<file path="src/rtl/traffic_pkg.sv">
// -----------------------------------------------------------------------------
// traffic_pkg
// Shared definitions for the intersection signal controller:
//   - light_e  : per-lane signal head code (RED / YELLOW / GREEN)
//   - phase_e  : sequencer phase code (ALL_RED / GREEN / YELLOW)
//   - DIR_*    : pair-wise one-hot green request codes, two lanes per direction
//   - heads_t  : packed array of all eight lane heads
//   - helpers  : request legality test and lane-head decode
// -----------------------------------------------------------------------------
package traffic_pkg;

    typedef enum logic [1:0] {
        LIGHT_RED    = 2'b00,
        LIGHT_YELLOW = 2'b01,
        LIGHT_GREEN  = 2'b10
    } light_e;

    typedef enum logic [1:0] {
        PH_ALL_RED = 2'b00,
        PH_GREEN   = 2'b01,
        PH_YELLOW  = 2'b10
    } phase_e;

    localparam logic [7:0] DIR_N = 8'h03;
    localparam logic [7:0] DIR_E = 8'h0C;
    localparam logic [7:0] DIR_S = 8'h30;
    localparam logic [7:0] DIR_W = 8'hC0;

    typedef logic [7:0][1:0] heads_t;

    // A request is only meaningful if it names exactly one full direction pair.
    function automatic logic is_legal_dir(input logic [7:0] dir);
        return (dir == DIR_N) || (dir == DIR_E) || (dir == DIR_S) || (dir == DIR_W);
    endfunction

    // Lanes selected in dir show code; every other lane is held red.
    function automatic heads_t decode_heads(input logic [7:0] dir, input light_e code);
        heads_t h;
        for (int i = 0; i < 8; i++) begin
            h[i] = dir[i] ? code : LIGHT_RED;
        end
        return h;
    endfunction

endpackage

</file>
<file path="src/rtl/phase_timer.sv">
// -----------------------------------------------------------------------------
// phase_timer
// Loadable down-counter that measures phase length in ticks.
//   clk      in   system clock
//   rst_n    in   asynchronous active-low reset (count returns to RST_VAL)
//   load     in   load load_val this cycle (takes priority over counting)
//   load_val in   TW-bit value loaded on entry to a phase
//   tick     in   timing enable; the count only moves on tick
//   count    out  current remaining ticks
//   expire   out  combinational: this tick ends the phase (tick & count==1)
// -----------------------------------------------------------------------------
module phase_timer #(
    parameter int unsigned     TW      = 8,
    parameter logic [TW-1:0]   RST_VAL = TW'(1)
) (
    input  logic          clk,
    input  logic          rst_n,
    input  logic          load,
    input  logic [TW-1:0] load_val,
    input  logic          tick,
    output logic [TW-1:0] count,
    output logic          expire
);

    logic [TW-1:0] count_q;

    // NOTE: sequential state uses non-blocking assignments so every register
    // samples the pre-edge values of its peers, independent of block order.
    always_ff @(posedge clk or negedge rst_n) begin
        if (!rst_n) begin
            count_q <= RST_VAL;
        end else if (load) begin
            count_q <= load_val;
        end else if (tick && (count_q != '0)) begin
            count_q <= count_q - TW'(1);
        end
    end

    assign count  = count_q;
    assign expire = tick && (count_q == TW'(1));

endmodule

</file>
<file path="src/rtl/light_phase_sequencer.sv">
// -----------------------------------------------------------------------------
// light_phase_sequencer
// Drives all eight lane heads through GREEN -> YELLOW -> ALL_RED using tick-based
// timing. A new green request is sampled only at the end of each all-red
// clearance; green length grows with the cars waiting in the granted pair.
//   clk        in   system clock, rising edge
//   rst_n      in   asynchronous active-low reset
//   tick       in   1-cycle timing enable; timers move only on tick
//   req        in   8-bit pair-wise one-hot green request
//   lane       in   car count per lane, lane[0]=N1 .. lane[7]=W2
//   lights     out  per-lane head: 00 red, 01 yellow, 10 green (registered)
//   phase      out  00 ALL_RED, 01 GREEN, 10 YELLOW (registered)
//   active_dir out  request latched for the current green/yellow, 0 in ALL_RED
//   sample_stb out  1-cycle pulse, cycle after req is sampled
//   req_err    out  1-cycle pulse, cycle after an illegal req is sampled
// -----------------------------------------------------------------------------
module light_phase_sequencer
    import traffic_pkg::*;
#(
    parameter int unsigned TW            = 8,
    parameter int unsigned MIN_GREEN     = 5,
    parameter int unsigned MAX_GREEN     = 60,
    parameter int unsigned TICKS_PER_CAR = 1,
    parameter int unsigned YELLOW_TIME   = 3,
    parameter int unsigned CLEAR_TIME    = 2
) (
    input  logic            clk,
    input  logic            rst_n,
    input  logic            tick,
    input  logic [7:0]      req,
    input  logic [7:0][7:0] lane,
    output logic [7:0][1:0] lights,
    output logic [1:0]      phase,
    output logic [7:0]      active_dir,
    output logic            sample_stb,
    output logic            req_err
);

    // Width for the unsaturated green length: a 9-bit pair sum scaled by
    // TICKS_PER_CAR plus MIN_GREEN, with one spare bit so 255+255 never wraps.
    localparam int unsigned GW = 9 + $clog2(TICKS_PER_CAR + 1) + 1;

    phase_e          phase_q;
    logic [7:0]      active_dir_q;
    heads_t          lights_q;
    logic            sample_stb_q;
    logic            req_err_q;

    logic            req_legal;
    logic [8:0]      pair_sum;
    logic [GW-1:0]   green_raw;
    logic [TW-1:0]   green_len;

    logic            timer_load;
    logic [TW-1:0]   timer_load_val;
    logic [TW-1:0]   timer_count;
    logic            timer_expire;
    logic            unused_timer_count;

    assign req_legal = is_legal_dir(req);

    // NOTE: every signal written in always_comb gets a default first, so no
    // path leaves it unassigned and no latch is inferred.
    always_comb begin
        pair_sum = '0;
        case (req)
            DIR_N:   pair_sum = {1'b0, lane[0]} + {1'b0, lane[1]};
            DIR_E:   pair_sum = {1'b0, lane[2]} + {1'b0, lane[3]};
            DIR_S:   pair_sum = {1'b0, lane[4]} + {1'b0, lane[5]};
            DIR_W:   pair_sum = {1'b0, lane[6]} + {1'b0, lane[7]};
            default: pair_sum = '0;
        endcase
    end

    assign green_raw = GW'(MIN_GREEN) + (GW'(pair_sum) * GW'(TICKS_PER_CAR));
    assign green_len = (green_raw > GW'(MAX_GREEN)) ? TW'(MAX_GREEN) : green_raw[TW-1:0];

    // The timer is reloaded on every exit tick with the length of the phase
    // being entered; an illegal sample re-enters ALL_RED for a full clearance.
    always_comb begin
        timer_load_val = TW'(CLEAR_TIME);
        case (phase_q)
            PH_ALL_RED: timer_load_val = req_legal ? green_len : TW'(CLEAR_TIME);
            PH_GREEN:   timer_load_val = TW'(YELLOW_TIME);
            default:    timer_load_val = TW'(CLEAR_TIME);
        endcase
    end

    assign timer_load = timer_expire;

    phase_timer #(
        .TW      (TW),
        .RST_VAL (TW'(CLEAR_TIME))
    ) u_phase_timer (
        .clk      (clk),
        .rst_n    (rst_n),
        .load     (timer_load),
        .load_val (timer_load_val),
        .tick     (tick),
        .count    (timer_count),
        .expire   (timer_expire)
    );

    // The remaining count is only of interest to observers of the timer.
    assign unused_timer_count = ^timer_count;

    // NOTE: every control register is reset; there is no memory array here,
    // so nothing is left to power up in an unknown state.
    always_ff @(posedge clk or negedge rst_n) begin
        if (!rst_n) begin
            phase_q      <= PH_ALL_RED;
            active_dir_q <= '0;
            lights_q     <= '0;
            sample_stb_q <= 1'b0;
            req_err_q    <= 1'b0;
        end else begin
            sample_stb_q <= 1'b0;
            req_err_q    <= 1'b0;
            if (timer_expire) begin
                case (phase_q)
                    PH_ALL_RED: begin
                        sample_stb_q <= 1'b1;
                        if (req_legal) begin
                            phase_q      <= PH_GREEN;
                            active_dir_q <= req;
                            lights_q     <= decode_heads(req, LIGHT_GREEN);
                        end else begin
                            req_err_q    <= 1'b1;
                        end
                    end
                    PH_GREEN: begin
                        phase_q  <= PH_YELLOW;
                        lights_q <= decode_heads(active_dir_q, LIGHT_YELLOW);
                    end
                    default: begin
                        // YELLOW, and recovery from any unused encoding.
                        phase_q      <= PH_ALL_RED;
                        active_dir_q <= '0;
                        lights_q     <= '0;
                    end
                endcase
            end
        end
    end

    assign lights     = lights_q;
    assign phase      = phase_q;
    assign active_dir = active_dir_q;
    assign sample_stb = sample_stb_q;
    assign req_err    = req_err_q;

endmodule

</file>
<file path="config.mk">
export PLATFORM = sky130hd
export DESIGN_NAME = light_phase_sequencer
export DESIGN_NICKNAME = d
export VERILOG_FILES = /design/src/rtl/traffic_pkg.sv /design/src/rtl/phase_timer.sv /design/src/rtl/light_phase_sequencer.sv
export SDC_FILE = /design/constraint.sdc
export NUM_CORES = 1
export LEC_CHECK = 0
export CAP_MARGIN = 5
export CORE_UTILIZATION = 55
export CTS_CLUSTER_SIZE = 8
export DETAILED_ROUTE_END_ITERATION = 7
export DONT_BUFFER_PORTS = 1
export PLACE_DENSITY_LB_ADDON = 0.25
export SYNTH_ARGS = -nofsm -noshare
export SYNTH_HDL_FRONTEND = slang
export SYNTH_SLANG_ARGS = --single-unit
</file>
<file path="constraint.sdc">
create_clock -name clk -period 2.75 [get_ports clk]
set_input_delay 0.4125 -clock clk [delete_from_list [all_inputs] [get_ports clk]]
set_output_delay 0.4125 -clock clk [all_outputs]
set_load 0.005 [all_outputs]
</file>
==> impl_metrics.ini, run 1 <==
[outcome]
outcome = finished clean

[global_routing]
grt_max_degree = 37
grt_overflow_total = 0
grt_use_total_pct = 27.3
grt_pass1_wl_um = 13100
antenna_found_initial = 0
grt_pass1_vias = 2807

[layout]
final_cell_mix = 41 x nand2_1, 37 x nor2_1, 35 x dfrtp_1
antenna_cells = 0
area_delta_synth_final_pct = 13.6
drive_gt1_share_pct = 15.0
layout_commonest_cell = nand2_1
stdcell_area_um2 = 3510
num-nets-final = 486

[critical_path]
required_ns = 2.93
path_cells = ha_1, fa_1, a211oi_2, nor3b_1, buf_4, nor3b_1, a211oi_2, nor3_2, nand4_1, a21o_1, a21o_1
slowest_delay_ns = 0.41
cp.arrival_ns = 2.81
critPathLaunchType = primary input
path_class = in -> reg
end_kind = flop
worst-path-max-fanout = 4
cp_slowest_cell = fa_1

[yosys]
netlist_instances = 344
syn_area_um2 = 3090
postSynthAreaPerCell_um2 = 8.99
async_flop_share_pct = 100
ys_seq_area_share_pct = 29.2
ys_types = 64
ys.flop_type = dfrtp_1
synth-edff-count = 0
ys_ff_latch = 36
syn_nets = 458
yosys_warnings = 0

[timing]
final-hold-violation-count = 0
fmax_mhz = 380
finClkSkew_ns = 0.0116
setup_viol = 0
tightest_slew_ns = 0.522
final.period_utilization_pct = 95.8
fin_crit_ns = 2.63
grt_setup_unrepaired = false
final-max-slew-violation-count = 0
slew_headroom_pct = 65.0

[placed_design]
portBuffers = 0
finalWeightedCongestion = 0.925
place_area_um2 = 3370
place_hpwl_um = 6340

[pwr]
p_total_mw = 1.67
switching_share_pct = 33.0
p_clk_share_pct = 27.7
combPwrFrac_pct = 32.2
max-vdd-ir-drop_v = 0.000470
power.share.sequential_pct = 40.2
p_leak_nw = 1.67
power.density_nw_per_um2 = 476
cellInternalPower_mw = 1.12
power_switching_uw = 552

[clock_network]
cts_setup_buffers = 0
cts_sinks = 36
clock-root-buffer = clkbuf_8
cts_tree = done
clkTransAtPathRegs_ns = 0.08
htreeDepth = 2
clkLatencyLatePin_ns = 0.29
ctsLongestPathBuffers = 2
numCtsBuffers = 5

[floorplan]
initial_core_util_pct = 58.7
die_y_um = 77.0
die_w_um = 77.0
dieArea_um2 = 5930
core_region_area_um2 = 5270
num_rows = 26
io_pins = 103

[drt]
drc = 0
wirelength_um = 7860
vias = 2912
wl_per_cell_um = 17.7
antenna_left = 0
viasPerCell = 6.57
drt-initial-drc-count = 243
dr.pass1.iters = 6

[run]
maxCapViolCount = 0

[min_path]
worst_hold_path_type = in -> reg
[metal layers]
| layer | global-route usage, % | share of wire [%] |
|---|---|---|
| met1 | 38.4 | 43 |
| met2 | 43.4 | 47 |
| met3 | 7.26 | 9.8 |
| met4 | 3.58 | 0.37 |
| met5 | 0 | 0 |
[path summary, 6_finish.rpt]
path	from	endpoint	slack, ns	cells past startpoint
hold / removal	req[5]	active_dir[5]$_DFFE_PN0P_	0.27	1
setup reg to reg	u_phase_timer.count[6]$_DFFE_PN0P_	u_phase_timer.count[0]$_DFFE_PN0P_	0.45	7
min in group asynchronous	rst_n	lights[8]$_DFFE_PN0P_	0.58	2
max in group asynchronous	rst_n	u_phase_timer.count[1]$_DFFE_PN1P_	1.91	2
hold reg to reg	lights[3]$_DFFE_PN0P_	lights[3]$_DFFE_PN0P_	0.51	2
setup / recovery	lane[16]	u_phase_timer.count[4]$_DFFE_PN0P_	0.12	11
[Yosys cell counts (2+ instances only)]
cell / n / area (µm²)
o2111ai_1: 2 / 17.5
nand3_1: 11 / 55.1
o221ai_1: 3 / 26.3
nor4_4: 2 / 42.5
o21bai_1: 5 / 37.5
dfrtp_1: 35 / 876
inv_1: 4 / 15.0
mux2i_1: 2 / 20.0
o21ai_0: 15 / 75.1
and2_1: 2 / 12.5
nand4_1: 5 / 31.3
or2_2: 5 / 31.3
o21ba_2: 2 / 20.0
ha_1: 35 / 438
and4bb_1: 3 / 37.5
o21a_1: 5 / 37.5
nand2_1: 41 / 154
a21oi_1: 9 / 45.0
o211a_1: 2 / 20.0
o31ai_1: 2 / 15.0
or4_1: 2 / 15.0
nor2_1: 37 / 139
fa_1: 4 / 80.1
clkbuf_1: 3 / 11.3
a211oi_2: 2 / 25.0
a21o_1: 5 / 37.5
nor3_1: 12 / 60.1
or3_1: 6 / 37.5
xnor2_1: 6 / 52.6
o21ai_1: 6 / 30.0
xor2_1: 6 / 52.6
a211oi_1: 9 / 67.6
nor3b_1: 3 / 22.5
nor2b_1: 2 / 12.5
nor4_1: 3 / 18.8
o22ai_1: 2 / 12.5
a22o_1: 15 / 131
and3_1: 3 / 18.8
nand2b_1: 3 / 18.8
[power groups by stage]
stage	clock, mW	combinational [mW]	sequential [mW]
floorplan	0	0.394	0.657
global placement	0	0.500	0.674
detailed placement	0	0.512	0.680
CTS	0.464	0.531	0.670
global route	0.493	0.611	0.681
finish	0.463	0.538	0.671
[state kept, by name (all words and copies together) (netlist names)]
register,flops
lights,16
active_dir,8
sample_stb,1
phase,2
u_phase_timer.count,8
req_err,1
[through the flow]
stage	setup TNS [ns]	setup slack (ns)	hold slack [ns]	cells	util (%)
5_1_grt	0	0.000978	0.254	443	66.7
3_3_place_gp	-0.559	-0.139	0.118	433	63.9
6_report	0	0.115	0.269	443	66.7
3_5_place_dp	-1.11	-0.236	0.118	433	63.9
4_1_cts	0	0.0557	0.267	443	66.6
2_1_floorplan	-0.00666	-0.00666	0.117	344	-
[cells by family after synthesis]
| group | share of synthesized area, % |
|---|---|
| AO/OA/AOI/OAI | 24.0 |
| multiplexers | 1.01 |
| buffers and inverters | 0.971 |
| adder cells (fa/ha/maj) | 16.7 |
| flip-flops | 29.2 |
| AND/OR/NAND/NOR | 24.7 |
| XOR/XNOR | 3.40 |
[cell type report]
cell class | instances | area [µm²]
repair buffers | 25 | 203
flip-flops and latches | 36 | 902
multi-input cells | 300 | 2200
clock inverters | 3 | 42.5
clock buffers | 5 | 68.8
well taps | 70 | 87.6
inverters | 4 | 15.0
fillers | 463 | 1760
[critical path, delay by kind of cell]
kind / cells / cell delay [ns]
simple gates: 4 / 0.82
buf+inv: 1 / 0.15
fa+ha+maj: 2 / 0.62
compound gates: 4 / 0.82
[repair_timing]
action / 4_1_cts / 5_1_grt
resized for setup: 0 / 1
endpoints found under the setup margin: 0 / 4
hold buffers: 2 / 0
hold endpoints to repair: 36 / 0
No activity file was read; power rests on OpenSTA's default activity.
==> run 2: changes to the inputs <==
==> constraint.sdc (replaced) <==
create_clock -name clk -period 2.9 [get_ports clk]
set_input_delay 0.435 -clock clk [delete_from_list [all_inputs] [get_ports clk]]
set_output_delay 0.435 -clock clk [all_outputs]
set_load 0.005 [all_outputs]
==> run 2 against run 1 <==
Routed wire length is 7.4% lower. Setup slack worse by 0.021 ns. Non-clock buffer count is 1 lower. Hold slack better by 0.0012 ns. First-iteration DRC count is 54% lower. Highest routed layer unchanged. Utilization is 0.57 points lower. Power is 6.5% lower. Combinational power is 8.4% lower. Sequential power is 6.0% lower. Via count is 4.6% lower. Global-route usage is 2.9 points lower.
==> impl_metrics.ini, run 2 (synthesis results as in run 1) <==
[outcome]
outcome = finished clean

[placed_design]
place_inst = 432
finalWeightedCongestion = 1.02
portBuffers = 0
dpl_worst_slack_ns = -0.192
place_area_um2 = 3340
place_hpwl_um = 5940

[pwr]
power.density_nw_per_um2 = 449
p_total_mw = 1.56
p_leak_nw = 1.67
max-vdd-ir-drop_v = 0.000552

[drt]
drt-initial-drc-count = 111
drc = 0
dr.pass1.iters = 4
antenna_left = 0
viasPerCell = 6.28
wirelength_um = 7270
wl_per_cell_um = 16.5
vias = 2777

[floorplan]
initial_core_util_pct = 58.7
die_w_um = 77.0
die_y_um = 77.0
core_region_area_um2 = 5270
dieArea_um2 = 5930
io_pins = 103
num_rows = 26

[clock_network]
cts_sinks = 36
cts_setup_buffers = 0
clock-root-buffer = clkbuf_8
ctsLongestPathBuffers = 2
numCtsBuffers = 5
htreeDepth = 2
cts_tree = done
clkTransAtPathRegs_ns = 0.08
clkLatencyLatePin_ns = 0.30

[timing]
final-hold-violation-count = 0
worst_slack_ns = 0.0942
fmax_mhz = 356
fin_crit_ns = 2.81
finClkSkew_ns = 0.00981
setup_tns_ns = 0
slew_headroom_pct = 65.9
final.period_utilization_pct = 96.8
setup_viol = 0
grt_setup_unrepaired = false
whs_ns = 0.270
tightest_slew_ns = 0.508
final-max-slew-violation-count = 0

[layout]
stdcell_area_um2 = 3480
layout_commonest_cell = nand2_1
fill_cells = 468
multi_input_area_um2 = 2170
instances_no_fill = 442
ff_latch_area_um2 = 902
drive_gt1_share_pct = 14.0
antenna_cells = 0
area_delta_synth_final_pct = 12.7
num-nets-final = 485
final_util_pct = 66.1
final_cell_mix = 41 x nand2_1, 37 x nor2_1, 35 x ha_1, 35 x dfrtp_1, 22 x buf_4
largest_register_ffs = 16

[critical_path]
critPathLaunchType = primary input
end_kind = flop
slowest_delay_ns = 0.59
worst-path-buf-inv = 0
critPathMostFrequentCell = a21o_1
cp.arrival_ns = 2.99
path_cells = ha_1, fa_2, a211oi_2, o21ai_1, a311oi_1, o31a_1, o21ai_0, or4_1, a21o_1, a21o_1
path_class = in -> reg
cp_slowest_cell = or4_1
crit_family = compound AO/OA/AOI/OAI gates
worst-path-max-fanout = 4
required_ns = 3.08

[global_routing]
grt_pass1_vias = 2552
grt_overflow_total = 0
grt_use_total_pct = 24.4
antenna_found_initial = 0
grt_pass1_wl_um = 11500
grt_max_degree = 37

[min_path]
worst_hold_path_type = in -> reg

[run]
maxCapViolCount = 0
## run 2: changes by cell type in the layout (fill, tap and decap cells not counted), sizes merged
cell  before  now
buf       24   23
## run 2: what timing repair did
action / 4_1_cts / 5_1_grt
endpoints found under the hold margin: 36 / 0
hold buffers: 2 / 0
gates resized for setup: 0 / 1
setup endpoints to repair: 0 / 3
## run 2: power breakdown
group          switching (mW)  internal, mW  leakage (nW)
combinational           0.259         0.234          1.12
sequential             0.0626         0.569         0.487
clock                   0.185         0.254        0.0541
## run 2: layer usage
metal | track usage, % | vias to the layer above | part of all wire (%)
met5 | 0 | - | 0
met4 | 9.81 | 0 | 1.8
met3 | 5.48 | 13 | 7.3
met2 | 42.4 | 110 | 50
met1 | 29.0 | 1286 | 41
li1 | - | 1368 | -
## run 2: cell type report
| type | count | area share (%) |
|---|---|---|
| multi-input cells | 300 | 62.4 |
| well taps | 70 | 2.51 |
| clock buffers | 5 | 1.97 |
| clock inverters | 3 | 1.22 |
| flip-flops and latches | 36 | 25.9 |
| inverters | 4 | 0.431 |
| repair buffers | 24 | 5.60 |
## run 2: worst register-to-register path: cells and delay by family (launching register included)
kind               cells  cell delay (ns)
and+or+nand+nor        4             1.15
AOI/OAI and AO/OA      3             0.69
DFF                    1             0.42
## run 2: worst paths after layout
kind | from | end | slack [ns] | depth (start not counted)
worst max-delay path | lane[32] | u_phase_timer.count[4]$_DFFE_PN0P_ | 0.09 | 10
worst min-delay path | req[5] | lights[11]$_DFFE_PN0P_ | 0.27 | 1
worst max register to register | u_phase_timer.count[6]$_DFFE_PN0P_ | u_phase_timer.count[0]$_DFFE_PN0P_ | 0.58 | 7
worst min register to register | lights[13]$_DFFE_PN0P_ | lights[13]$_DFFE_PN0P_ | 0.52 | 2
max in group asynchronous | rst_n | u_phase_timer.count[1]$_DFFE_PN1P_ | 2.06 | 2
min in group asynchronous | rst_n | lights[10]$_DFFE_PN0P_ | 0.58 | 2
==> run 3: changes to the inputs <==
--- a/config.mk
+++ b/config.mk
@@ -7,6 +7,7 @@
 export LEC_CHECK = 0
 export CAP_MARGIN = 5
 export CORE_UTILIZATION = 55
+export CTS_BUF_LIST = sky130_fd_sc_hd__clkbuf_2 sky130_fd_sc_hd__clkbuf_4 sky130_fd_sc_hd__clkbuf_8
 export CTS_CLUSTER_SIZE = 8
 export DETAILED_ROUTE_END_ITERATION = 7
 export DONT_BUFFER_PORTS = 1
==> results of run 3 <==
The final DEF is identical to that of run 2; final timing and power are the same.
